File: src/rtl/mem_stack_unit_pkg.sv
// Shared memory-stage definitions: store-source encodings, read-tag layout and
// the datapath widths the control unit also relies on.
package mem_stack_unit_pkg;

    localparam int unsigned MEM_DATA_W = 16;
    localparam int unsigned MEM_PC_W   = 2 * MEM_DATA_W;
    localparam int unsigned CCR_W      = 3;

    typedef enum logic [1:0] {
        SEL_REG   = 2'b00,
        SEL_PC_HI = 2'b01,
        SEL_PC_LO = 2'b10,
        SEL_CCR   = 2'b11
    } mem_sel_e;

    // Attached to every performed read, consumed when mem_rdata returns.
    typedef struct packed {
        logic pop_pc1;
        logic pop_pc2;
        logic pop_ccr;
        logic plain;
    } read_tag_t;

endpackage

File: src/rtl/mem_stack_unit_stack_pointer.sv
// Downward-growing stack pointer: SP addresses the next free word, so a pop
// reads SP+1.
module stack_pointer #(
    parameter int unsigned ADDR_W  = 12,
    parameter int unsigned SP_INIT = 2**ADDR_W - 1
) (
    input  logic              clk,
    input  logic              rst,
    input  logic              push,
    input  logic              pop,
    output logic [ADDR_W-1:0] sp,
    output logic [ADDR_W-1:0] sp_inc,
    output logic              full,
    output logic              empty
);

    localparam logic [ADDR_W-1:0] SP_RST = ADDR_W'(SP_INIT);

    assign sp_inc = sp + ADDR_W'(1);
    assign full   = (sp == '0);
    assign empty  = (sp == SP_RST);

    always_ff @(posedge clk) begin
        if (!rst) begin
            sp <= SP_RST;
        end else if (push) begin
            sp <= sp - ADDR_W'(1);
        end else if (pop) begin
            sp <= sp_inc;
        end
    end

endmodule

File: src/rtl/mem_stack_unit.sv
// Memory-stage stack and data-access unit: drives the synchronous data memory
// and reassembles popped PC/CCR values for fetch and the flag register.
module mem_stack_unit
    import mem_stack_unit_pkg::*;
#(
    parameter int unsigned ADDR_W  = 12,
    parameter int unsigned DATA_W  = MEM_DATA_W,
    parameter int unsigned PC_W    = MEM_PC_W,
    parameter int unsigned SP_INIT = 2**ADDR_W - 1
) (
    input  logic              clk,
    input  logic              rst,
    input  logic              stack,
    input  logic              mem_rd,
    input  logic              mem_wr,
    input  logic [1:0]        mem_data_sel,
    input  logic              pop_pc1,
    input  logic              pop_pc2,
    input  logic              pop_ccr,
    input  logic [ADDR_W-1:0] alu_addr,
    input  logic [DATA_W-1:0] reg_data,
    input  logic [PC_W-1:0]   pc,
    input  logic [2:0]        ccr,
    input  logic [DATA_W-1:0] mem_rdata,
    output logic [ADDR_W-1:0] mem_addr,
    output logic [DATA_W-1:0] mem_wdata,
    output logic              mem_we,
    output logic              mem_re,
    output logic [DATA_W-1:0] load_data,
    output logic              load_valid,
    output logic [PC_W-1:0]   pc_restore,
    output logic              pc_restore_valid,
    output logic [2:0]        ccr_restore,
    output logic              ccr_restore_valid,
    output logic [ADDR_W-1:0] sp,
    output logic              stack_overflow,
    output logic              stack_underflow,
    output logic              access_error
);

    logic [ADDR_W-1:0] sp_inc;
    logic              sp_full;
    logic              sp_empty;
    logic              clash;
    logic              push_req;
    logic              pop_req;
    logic              push_ok;
    logic              pop_ok;
    logic              plain_wr;
    logic              plain_rd;
    logic              multi_tag;
    logic              half_pending;
    logic [DATA_W-1:0] lo_hold;
    logic [DATA_W-1:0] wr_src;
    read_tag_t         tag_d;
    read_tag_t         tag_q;

    assign clash     = mem_rd & mem_wr;
    assign push_req  = stack & mem_wr & ~mem_rd;
    assign pop_req   = stack & mem_rd & ~mem_wr;
    assign push_ok   = push_req & ~sp_full;
    assign pop_ok    = pop_req & ~sp_empty;
    assign plain_wr  = ~stack & mem_wr & ~mem_rd;
    assign plain_rd  = ~stack & mem_rd & ~mem_wr;
    assign multi_tag = (pop_pc1 & pop_pc2) | (pop_pc1 & pop_ccr) | (pop_pc2 & pop_ccr);

    stack_pointer #(
        .ADDR_W  (ADDR_W),
        .SP_INIT (SP_INIT)
    ) u_stack_pointer (
        .clk    (clk),
        .rst    (rst),
        .push   (push_ok),
        .pop    (pop_ok),
        .sp     (sp),
        .sp_inc (sp_inc),
        .full   (sp_full),
        .empty  (sp_empty)
    );

    always_comb begin
        wr_src = reg_data;
        case (mem_sel_e'(mem_data_sel))
            SEL_PC_HI: wr_src = pc[PC_W-1 -: DATA_W];
            SEL_PC_LO: wr_src = pc[DATA_W-1:0];
            SEL_CCR:   wr_src = {{(DATA_W-3){1'b0}}, ccr};
            default:   wr_src = reg_data;
        endcase
    end

    always_comb begin
        mem_we    = 1'b0;
        mem_re    = 1'b0;
        mem_addr  = '0;
        mem_wdata = '0;
        if (rst) begin
            mem_we    = push_ok | plain_wr;
            mem_re    = pop_ok | plain_rd;
            mem_addr  = stack ? (pop_req ? sp_inc : sp) : alu_addr;
            mem_wdata = wr_src;
        end
    end

    // A multi-tagged pop still reads but carries an empty tag so nothing is delivered.
    always_comb begin
        tag_d = '0;
        if (pop_ok && !multi_tag) begin
            tag_d.pop_pc1 = pop_pc1;
            tag_d.pop_pc2 = pop_pc2;
            tag_d.pop_ccr = pop_ccr;
            tag_d.plain   = ~(pop_pc1 | pop_pc2 | pop_ccr);
        end else if (plain_rd) begin
            tag_d.plain = 1'b1;
        end
    end

    always_ff @(posedge clk) begin
        if (!rst) begin
            tag_q           <= '0;
            half_pending    <= 1'b0;
            lo_hold         <= '0;
            stack_overflow  <= 1'b0;
            stack_underflow <= 1'b0;
            access_error    <= 1'b0;
        end else begin
            tag_q <= tag_d;
            if (tag_q.pop_pc2) begin
                lo_hold      <= mem_rdata;
                half_pending <= 1'b1;
            end else if (tag_q.pop_pc1) begin
                half_pending <= 1'b0;
            end
            if (push_req && sp_full) begin
                stack_overflow <= 1'b1;
            end
            if (pop_req && sp_empty) begin
                stack_underflow <= 1'b1;
            end
            if (clash || (pop_ok && multi_tag) || (tag_q.pop_pc1 && !half_pending)) begin
                access_error <= 1'b1;
            end
        end
    end

    assign load_data         = mem_rdata;
    assign load_valid        = tag_q.plain;
    assign ccr_restore       = mem_rdata[2:0];
    assign ccr_restore_valid = tag_q.pop_ccr;
    assign pc_restore        = {mem_rdata, lo_hold};
    assign pc_restore_valid  = tag_q.pop_pc1 & half_pending;

endmodule

File: config.mk
export PLATFORM = sky130hd
export DESIGN_NAME = mem_stack_unit
export DESIGN_NICKNAME = d
export VERILOG_FILES = /design/src/rtl/mem_stack_unit_pkg.sv /design/src/rtl/mem_stack_unit_stack_pointer.sv /design/src/rtl/mem_stack_unit.sv
export SDC_FILE = /design/constraint.sdc
export NUM_CORES = 1
export LEC_CHECK = 0
export CORE_MARGIN = 2
export CORE_UTILIZATION = 39
export DETAILED_ROUTE_END_ITERATION = 6
export GPL_ROUTABILITY_DRIVEN = 0
export GPL_TIMING_DRIVEN = 0
export PLACE_DENSITY = 0.89
export SETUP_SLACK_MARGIN = 0.02
export SYNTH_ARGS = -nofsm -noshare
export SYNTH_HDL_FRONTEND = slang
export SYNTH_SLANG_ARGS = --single-unit
File: constraint.sdc
create_clock -name clk -period 3.7 [get_ports clk]
set_input_delay 0.74 -clock clk [delete_from_list [all_inputs] [get_ports clk]]
set_output_delay 0.74 -clock clk [all_outputs]
set_load 0.05 [all_outputs]
-- Yosys cells after proc, flatten, opt, wreduce, memory -nomap -nowiden
Cells that the tools add are included.
- equal/unequal tests: 4
- reductions and logical operators: 13
- add/sub/neg operators: 2
- multiplexer cells: 13
- bitwise gates (word level): 27
- operators with widths (operator ; count):
    $mux W12 ; 5
    $pmux W16 S3 ; 1
    $mux W16 ; 1
    $and A1 B1 Y1 ; 15
    $add A12 B1 Y12 const B ; 1
    $eq A12 B12 Y1 const B ; 1
    $logic_not A12 Y1 ; 1
    $sub A12 B1 Y12 const B ; 1
    $mux W1 ; 6
    $not A1 Y1 ; 6
    $or A1 B1 Y1 ; 6
    $logic_and A1 B1 Y1 ; 5
    $eq A2 B2 Y1 const B ; 2
    $reduce_bool A2 Y1 ; 2
    $eq A2 B1 Y1 const B ; 1
    $logic_not A1 Y1 ; 2
    $logic_or A1 B1 Y1 ; 2
    $reduce_and A2 Y1 ; 1
- input port bits: 89
- output and inout bits: 99
- logic and storage cells: 69
- bits in registers: 36

-- Longest topological paths before layout
Gate-level depths: netlist of the first run.
- word-level depth: 6
- mapped depth: 8
- gate-level depth less buffers: 7

-- Modules after synthesis
A second synthesis of the first run with hierarchy kept.
- cell total of the unflattened synthesis: 351
- area total of the unflattened synthesis: 2897.8 um^2
- modules (own cells, without submodules) (module ; instances ; sequential area each (um^2) ; cells an instance ; area an instance (um^2)):
    mem_stack_unit ; 1 ; 480.5 ; 241 ; 1964.4
    stack_pointer ; 1 ; 240.2 ; 110 ; 933.4

-- Least setup slack after synthesis of the first run
No wires, ideal clock.
- path kind: register to output
- start: register u_stack_pointer.sp[1]
- end: output port mem_addr[6]
- data arrival time: 2.759 ns
- path buffers: 0
- slack: 0.201 ns
- stages on the path, launching flop included: 7
- required time: 2.960 ns
- path through: dfxtp_1 > ha_1 > and3_1 > nand3_1 > nor2_1 > xnor2_1 > a211oi_1
- word-level cells in the longest chain between the ends: 4
- RTL lines (element ; RTL line ; text):
    start: declaration ; mem_stack_unit_stack_pointer.sv:11 ; output logic [ADDR_W-1:0] sp,
    start signal: assignment ; mem_stack_unit_stack_pointer.sv:27 ; sp <= sp - ADDR_W'(1);
    start signal: assignment ; mem_stack_unit_stack_pointer.sv:29 ; sp <= sp_inc;
    $add A12 B1 Y12 ; mem_stack_unit_stack_pointer.sv:19 ; assign sp_inc = sp + ADDR_W'(1);
    $mux W12 (2 in series) ; mem_stack_unit.sv:99 ; mem_addr = stack ? (pop_req ? sp_inc : sp) : alu_addr;
    $mux W12 ; mem_stack_unit.sv:96 ; if (rst) begin
    end: declaration ; mem_stack_unit.sv:25 ; output logic [ADDR_W-1:0] mem_addr,
Every way passes these cells.

-- Worst setup path in the final report of the first run
- start: input port mem_wr
- end: output port mem_addr[0]
- word-level cells in the longest chain between the ends: 5
- RTL lines (element ; RTL line ; text):
    start: declaration ; mem_stack_unit.sv:15 ; input logic mem_wr,
    $not A1 Y1 ; mem_stack_unit.sv:60 ; assign pop_req = stack & mem_rd & ~mem_wr;
    $and A1 B1 Y1 ; mem_stack_unit.sv:60 ;
    $mux W12 (2 in series) ; mem_stack_unit.sv:99 ;
    $mux W12 ; mem_stack_unit.sv:96 ;
Every way passes these cells.

==> out/qor.yml, run 1 <==
drt:
  first_pass_iters: 5
  antenna_left: 0
  wire_per_inst_um: 15.17
  wirelength_um: 9999
  viasPerCell: 5.067
  via_count: 3339
  drt_iter0_drc: 193
  drc: 0
global_route:
  grt_max_degree: 13
  overflow: 0
  grt_antenna_before_repair: 0
  grt_use_total_pct: 23.93
  first_global_vias: 3120
  grt_pass1_wl_um: 14840
worst_setup_path:
  critical_path_class: "in -> out"
  cpLargestDelayFamily: "buffers and inverters"
  crit_cells: 6
  critPathSlowestCell: "clkdlybuf4s50_1"
  cp-start-kind: "input port"
  path_cells: "clkdlybuf4s50_1, nand2b_1, clkbuf_2, xnor2_1, a211oi_1, dlygate4sd2_1"
  cp.required_ps: 2960
  cpPeakStageDelay_ps: 590
  r2r_cells: 7
  endpoint_kind: "output port"
  cp.arrival_ps: 2780
  cp.buffers_inverters: 3
  crit_fanout: 10
clocking:
  h-tree-depth: 2
  cts_buffer_depth: 2
  clock_latency_ps: 300
  path_clk_slew_ps: 70
  cts_root_buf: "clkbuf_8"
  cts_setup_buffers: 0
  cts_buffers: 5
  cts_tree: "yes"
  clock-sinks: 36
power:
  p_per_area_nw_per_um2: 295.0
  ir_drop_uv: 158.1
  cellLeakagePower_nw: 1.957
sta:
  fin_tns_setup_ps: 0
  grt_setup_unrepaired: "no"
  slew_headroom_pct: 53.12
  fin_crit_ps: 3522
  worstMarginPinSlew_ps: 703.2
  whs_ps: 480.2
  fin_skew_ps: 9.325
  hold_viol_final: 0
  setup_viol: 0
  finalCritPeriodShare_pct: 95.18
  drv_slew: 0
  worst_slack_ps: 178.2
  fmax_mhz: 283.9
yosys:
  syn_area_per_cell_um2: 7.609
  ys_ff_latch: 36
  yosysSeqAreaShare_pct: 25.60
  syn-cell-area_um2: 2815
  synth_edf_count: 0
  yosys_warnings: 0
  syn-instance-count: 370
  ys_types: 56
  ys_async_sr_fraction_pct: 0
  synthesis.nets: 462
  synth_ff_type: "dfxtp_1"
layout:
  drive_above_1_share_pct: 13.68
  nets: 654
  area_growth_pct: 71.69
  n_antenna_cell: 0
placement:
  port_buffers: 185
  pre_cts_slack_ps: -471.1
  post-dp-hpwl_um: 8047
die:
  floorplan.die.width_um: 88.96
  io_pins: 188
  die_area_um2: 7914
  core-area_um2: 6907
  num_rows: 30
  die_h_um: 88.96
  start_util_pct: 40.76
min_path:
  min_delay_path_depth: 2
  hold_path.class: "reg -> reg"
run:
  drv_cap: 0
status:
  status: "complete, no violations"
==> synthesized netlist by cell type, types with 3 or more instances <==
master / number / area [µm²]
mux2i_1: 31 / 310.3
buf_2: 5 / 25.02
a21oi_1: 26 / 130.1
mux4_2: 3 / 67.56
nor2_1: 71 / 266.5
nand3b_1: 4 / 30.03
and3_1: 3 / 18.77
clkbuf_1: 20 / 75.07
nand4_1: 3 / 18.77
a221oi_1: 3 / 26.28
nand3_1: 7 / 35.03
ha_1: 3 / 37.54
and2_1: 6 / 37.54
xnor2_1: 12 / 105.1
nand2b_1: 3 / 18.77
nor3_1: 14 / 70.07
a211oi_1: 7 / 52.55
inv_1: 9 / 33.78
nand2_1: 15 / 56.30
o21ai_0: 10 / 50.05
buf_4: 35 / 262.8
dfxtp_1: 36 / 720.7
nor4b_1: 4 / 35.03
==> worst register-to-register path: cells and delay by family, from the launching register on <==
kind	cells	cell delay, ps
buf+inv	1	140
mux	1	330
simple gates	3	880
fa+ha+maj	1	270
flops	1	460
compound gates	1	220
==> final cells by class <==
class                   count  area, µm²
plain buffers              64      390.4
clock buffers               5      68.82
clock inverters             3      18.77
fillers                   584       2073
inverters                  10      37.54
multi-input cells         260       1673
flip-flops and latches     36      720.7
well taps                  96      120.1
repair buffers            185       1804
==> metal layers <==
metal  up-vias  GRT usage (%)  wire, µm
met5         -              0         0
met1      1498          28.12      3760
met3        19          7.387      1058
li1       1633              -         -
met4         0          7.734       213
met2       189          41.66      4966
==> path summary, 6_finish.rpt <==
| path | slack [ps] | from | to |
|---|---|---|---|
| setup reg to reg | 1300 | u_stack_pointer.sp[1] | u_stack_pointer.sp[3] |
| hold reg to reg | 480 | stack_underflow | stack_underflow |
| hold / removal | 480 | stack_underflow | stack_underflow |
| setup / recovery | 180 | mem_wr | mem_addr[0] |
==> repair_timing <==
item / 4_1_cts / 5_1_grt
resized for setup: 19 / 24
setup endpoints to repair: 17 / 11
hold buffers: 0 / 0
==> registers in the layout, summed over array words and instances, names as in the netlist <==
signal and flops:
tag_q 2, access_error 1, lo_hold 16, ccr_restore_valid 1, half_pending 1, stack_overflow 1
load_valid 1, stack_underflow 1, u_stack_pointer.sp 12
==> placed cells by master, fill, tap and decap left out, types with 4 or more instances in the layout <==
cell and instances:
a211oi_1 7, a21oi_1 26, and2_1 6, buf_2 5
buf_4 35, clkbuf_1 17, clkbuf_2 13, clkbuf_8 5
clkdlybuf4s50_1 168, dfxtp_1 36, dlygate4sd2_1 6, inv_1 9
mux2i_1 31, nand2_1 15, nand3_1 7, nand3b_1 4
nor2_1 70, nor3_1 14, nor4b_1 4, o21ai_0 10
xnor2_1 12
==> metrics by stage <==
step,power [mW],cells,area [µm²],util (%)
finish,1.426,659,4833,69.98
global route,1.497,659,4833,69.98
CTS,1.432,659,4862,70.40
detailed placement,1.159,651,4787,69.31
global placement,1.149,651,4787,69.31
floorplan,0.8931,370,2815,-
==> kinds of logic after synthesis <==
logic type | after synthesis | synth area share, %
buffers and inverters | 74 | 15.07
muxes | 36 | 14.22
and+or+nand+nor | 144 | 24.98
AOI/OAI and AO/OA | 63 | 14.40
adders and majority gates | 4 | 1.689
DFF | 36 | 25.60
xor gates and xnor gates | 13 | 4.044
==> power by group <==
group          total (mW)  internal [mW]  switching [mW]
clock               0.284          0.131           0.152
sequential          0.416          0.402          0.0138
combinational       0.727          0.299           0.428
total                1.43          0.832           0.594
No activity file was read; power rests on OpenSTA's default activity.
==> run 2: changes to the inputs <==
--- a/config.mk
+++ b/config.mk
@@ -6,11 +6,11 @@
 export NUM_CORES = 1
 export LEC_CHECK = 0
 export CORE_MARGIN = 2
-export CORE_UTILIZATION = 39
+export CORE_UTILIZATION = 30
 export DETAILED_ROUTE_END_ITERATION = 6
 export GPL_ROUTABILITY_DRIVEN = 0
 export GPL_TIMING_DRIVEN = 0
-export PLACE_DENSITY = 0.89
+export PLACE_DENSITY = 0.71
 export SETUP_SLACK_MARGIN = 0.02
 export SYNTH_ARGS = -nofsm -noshare
 export SYNTH_HDL_FRONTEND = slang
==> constraint.sdc (replaced) <==
create_clock -name clk -period 3.3 [get_ports clk]
set_input_delay 0.66 -clock clk [delete_from_list [all_inputs] [get_ports clk]]
set_output_delay 0.66 -clock clk [all_outputs]
set_load 0.05 [all_outputs]
==> out/qor.yml, run 2 (synthesis results as in run 1) <==
die:
  num_rows: 35  # +17%
  die_area_um2: 10170  # +29%
  io_pins: 188  # unchanged
  start_util_pct: 30.76  # -10 points
  die_h_um: 100.9  # +13%
  floorplan.die.width_um: 100.9  # +13%
  core-area_um2: 9153  # +33%
layout:
  largest_register_ffs: 16  # unchanged
  layout_commonest_cell: "clkdlybuf4s50_1"
  top_register: "lo_hold"
  stdcell_count: 674  # +2.3%
  final_cell_mix: "155 x clkdlybuf4s50_1, 70 x nor2_1, 36 x dfxtp_1"
  drive_above_1_share_pct: 15.99  # +2.3 points
  fillers: 888  # +52%
  nets: 654  # unchanged
  n_antenna_cell: 0  # unchanged
  area_growth_pct: 74.93
  top_regs: "lo_hold: 16 flops, u_stack_pointer.sp: 12 flops, tag_q: 2 flops"
worst_setup_path:
  path_common_cell: "nor2_1"
  critical_path_class: "reg -> out"
  cp.required_ps: 2640  # -320 ps
  cp.arrival_ps: 2520  # -260 ps
  cpLargestDelayFamily: "simple AND/OR/NAND/NOR gates"
  cp.buffers_inverters: 2  # -1
  crit_fanout: 8  # -2
  endpoint_kind: "output port"
  cpPeakStageDelay_ps: 560  # -30 ps
  cp-start-kind: "flip-flop"
  critPathSlowestCell: "or4_4"
  path_cells: "ha_1, nand2_1, or4_4, and2_1, buf_6, nor2_1, nor2_1, clkdlybuf4s15_2"
  r2r_slack_ps: 910  # -390 ps
drt:
  via_count: 3275  # -1.9%
  antenna_left: 0  # unchanged
  first_pass_iters: 4  # -1
  wire_per_inst_um: 14.62  # -3.7%
  drt_iter0_drc: 138  # -28%
  viasPerCell: 4.859  # -4.1%
  wirelength_um: 9853  # -1.5%
  drc: 0  # unchanged
clocking:
  clock-sinks: 36  # unchanged
  cts_tree: "yes"
  cts_buffer_depth: 2  # unchanged
  cts_buffers: 5  # unchanged
  cts_hold_buf: 0  # unchanged
  path_clk_slew_ps: 80  # about the same
  h-tree-depth: 2  # unchanged
  cts_root_buf: "clkbuf_8"
  clock_latency_ps: 290  # about the same
sta:
  finalCritPeriodShare_pct: 96.26
  hold_viol_final: 0  # unchanged
  fin_crit_ps: 3177
  whs_ps: 483.0  # +2.778 ps
  fin_skew_ps: 11.68  # +2.352 ps
  setup_viol: 0  # unchanged
  drv_slew: 0  # unchanged
  worstMarginPinSlew_ps: 712.5  # +9.348 ps
  grt_setup_unrepaired: "yes"
  fmax_mhz: 314.8
  slew_headroom_pct: 52.50  # -0.62 points
  fin_tns_setup_ps: 0  # unchanged
placement:
  port_buffers: 185  # unchanged
  post-dp-hpwl_um: 7866  # -2.3%
  dp.cells: 666  # +2.3%
global_route:
  grt_max_degree: 13  # unchanged
  grt_pass1_wl_um: 15300  # +3.1%
  grt_use_total_pct: 18.75  # -5.2 points
  first_global_vias: 3193  # +2.3%
  overflow: 0  # unchanged
  grt_antenna_before_repair: 0  # unchanged
power:
  power_mw: 1.678  # +18%
  p_int_mw: 1.011  # +21%
  p_per_area_nw_per_um2: 340.8  # +16%
  clock_power_share_pct: 23.6  # +3.7 points
  switching_share_pct: 39.78  # -1.8 points
  ir_drop_uv: 181.9  # +15%
  cellLeakagePower_nw: 2.038  # +4.1%
  switchingPower_mw: 0.6676  # +12%
  p_comb_share_pct: 48.7  # -2.3 points
  seqPwrFrac_pct: 27.7  # -1.4 points
min_path:
  hold_path.class: "reg -> reg"
run:
  drv_cap: 0  # unchanged
status:
  status: "complete, no violations"
[run 2: cell count changes in the layout (fill, tap and decap cells not counted), moves of 2 or more]
cell | previous run | this run
buf_2 | 5 | 10
clkdlybuf4s15_2 | 0 | 5
clkbuf_2 | 13 | 8
clkdlybuf4s50_1 | 168 | 155
clkbuf_4 | 0 | 3
a211oi_1 | 7 | 5
a211oi_2 | 0 | 2
dlygate4sd2_1 | 6 | 15
clkbuf_1 | 17 | 12
[run 2: stage by stage]
stage / instance area (µm²) / utilization (%) / setup WS, ps
2_1_floorplan: 2835 / - / 20.43
3_3_place_gp: 4826 / 52.73 / -657.7
3_5_place_dp: 4826 / 52.73 / -693.6
4_1_cts: 4946 / 54.04 / 43.54
5_1_grt: 4925 / 53.81 / 6.705
6_report: 4925 / 53.81 / 123.5
[run 2: power groups by stage]
stage | Sequential (mW) | Combinational (mW) | Clock [mW]
after floorplan | 0.529 | 0.477 | 0
after global placement | 0.475 | 0.826 | 0
after detailed placement | 0.476 | 0.830 | 0
after CTS | 0.465 | 0.823 | 0.412
after global routing | 0.468 | 0.872 | 0.428
final | 0.465 | 0.817 | 0.397
[run 2: layout make-up]
class	count	area, µm²	share of cell area, %
plain buffers	64	399.1	8.105
flip-flops and latches	36	720.7	14.63
inverters	10	37.54	0.7622
repair buffers	185	1817	36.89
well taps	111	138.9	2.820
multi-input cells	260	1700	34.53
clock inverters	3	42.54	0.8638
clock buffers	5	68.82	1.397
[run 2: worst paths after layout]
check	end	cells past startpoint	startpoint
setup / recovery	mem_re	8	u_stack_pointer.sp[1]
hold / removal	stack_overflow	2	stack_overflow
setup reg to reg	u_stack_pointer.sp[3]	7	u_stack_pointer.sp[1]
hold reg to reg	stack_overflow	2	stack_overflow
[run 2: routing by layer]
layer / routed length [µm] / GRT usage [%] / vias up
li1: - / - / 1635
met1: 4153 / 23.17 / 1469
met2: 4736 / 32.82 / 165
met3: 867 / 4.300 / 6
met4: 96 / 4.636 / 0
met5: 0 / 0 / -
[run 2: tightest hold or removal path, delay by kind of cell, from the launching register on]
kind	cells	cell delay, ps
simple gates	1	70
compound gates	1	40
flops	1	340
[run 2: timing repair]
item / 4_1_cts / 5_1_grt
gates cloned: 0 / 0
setup endpoints to repair: 29 / 9
resized for setup: 71 / 17
buffers inserted: 0 / 0
hold endpoints to repair: 0 / 0
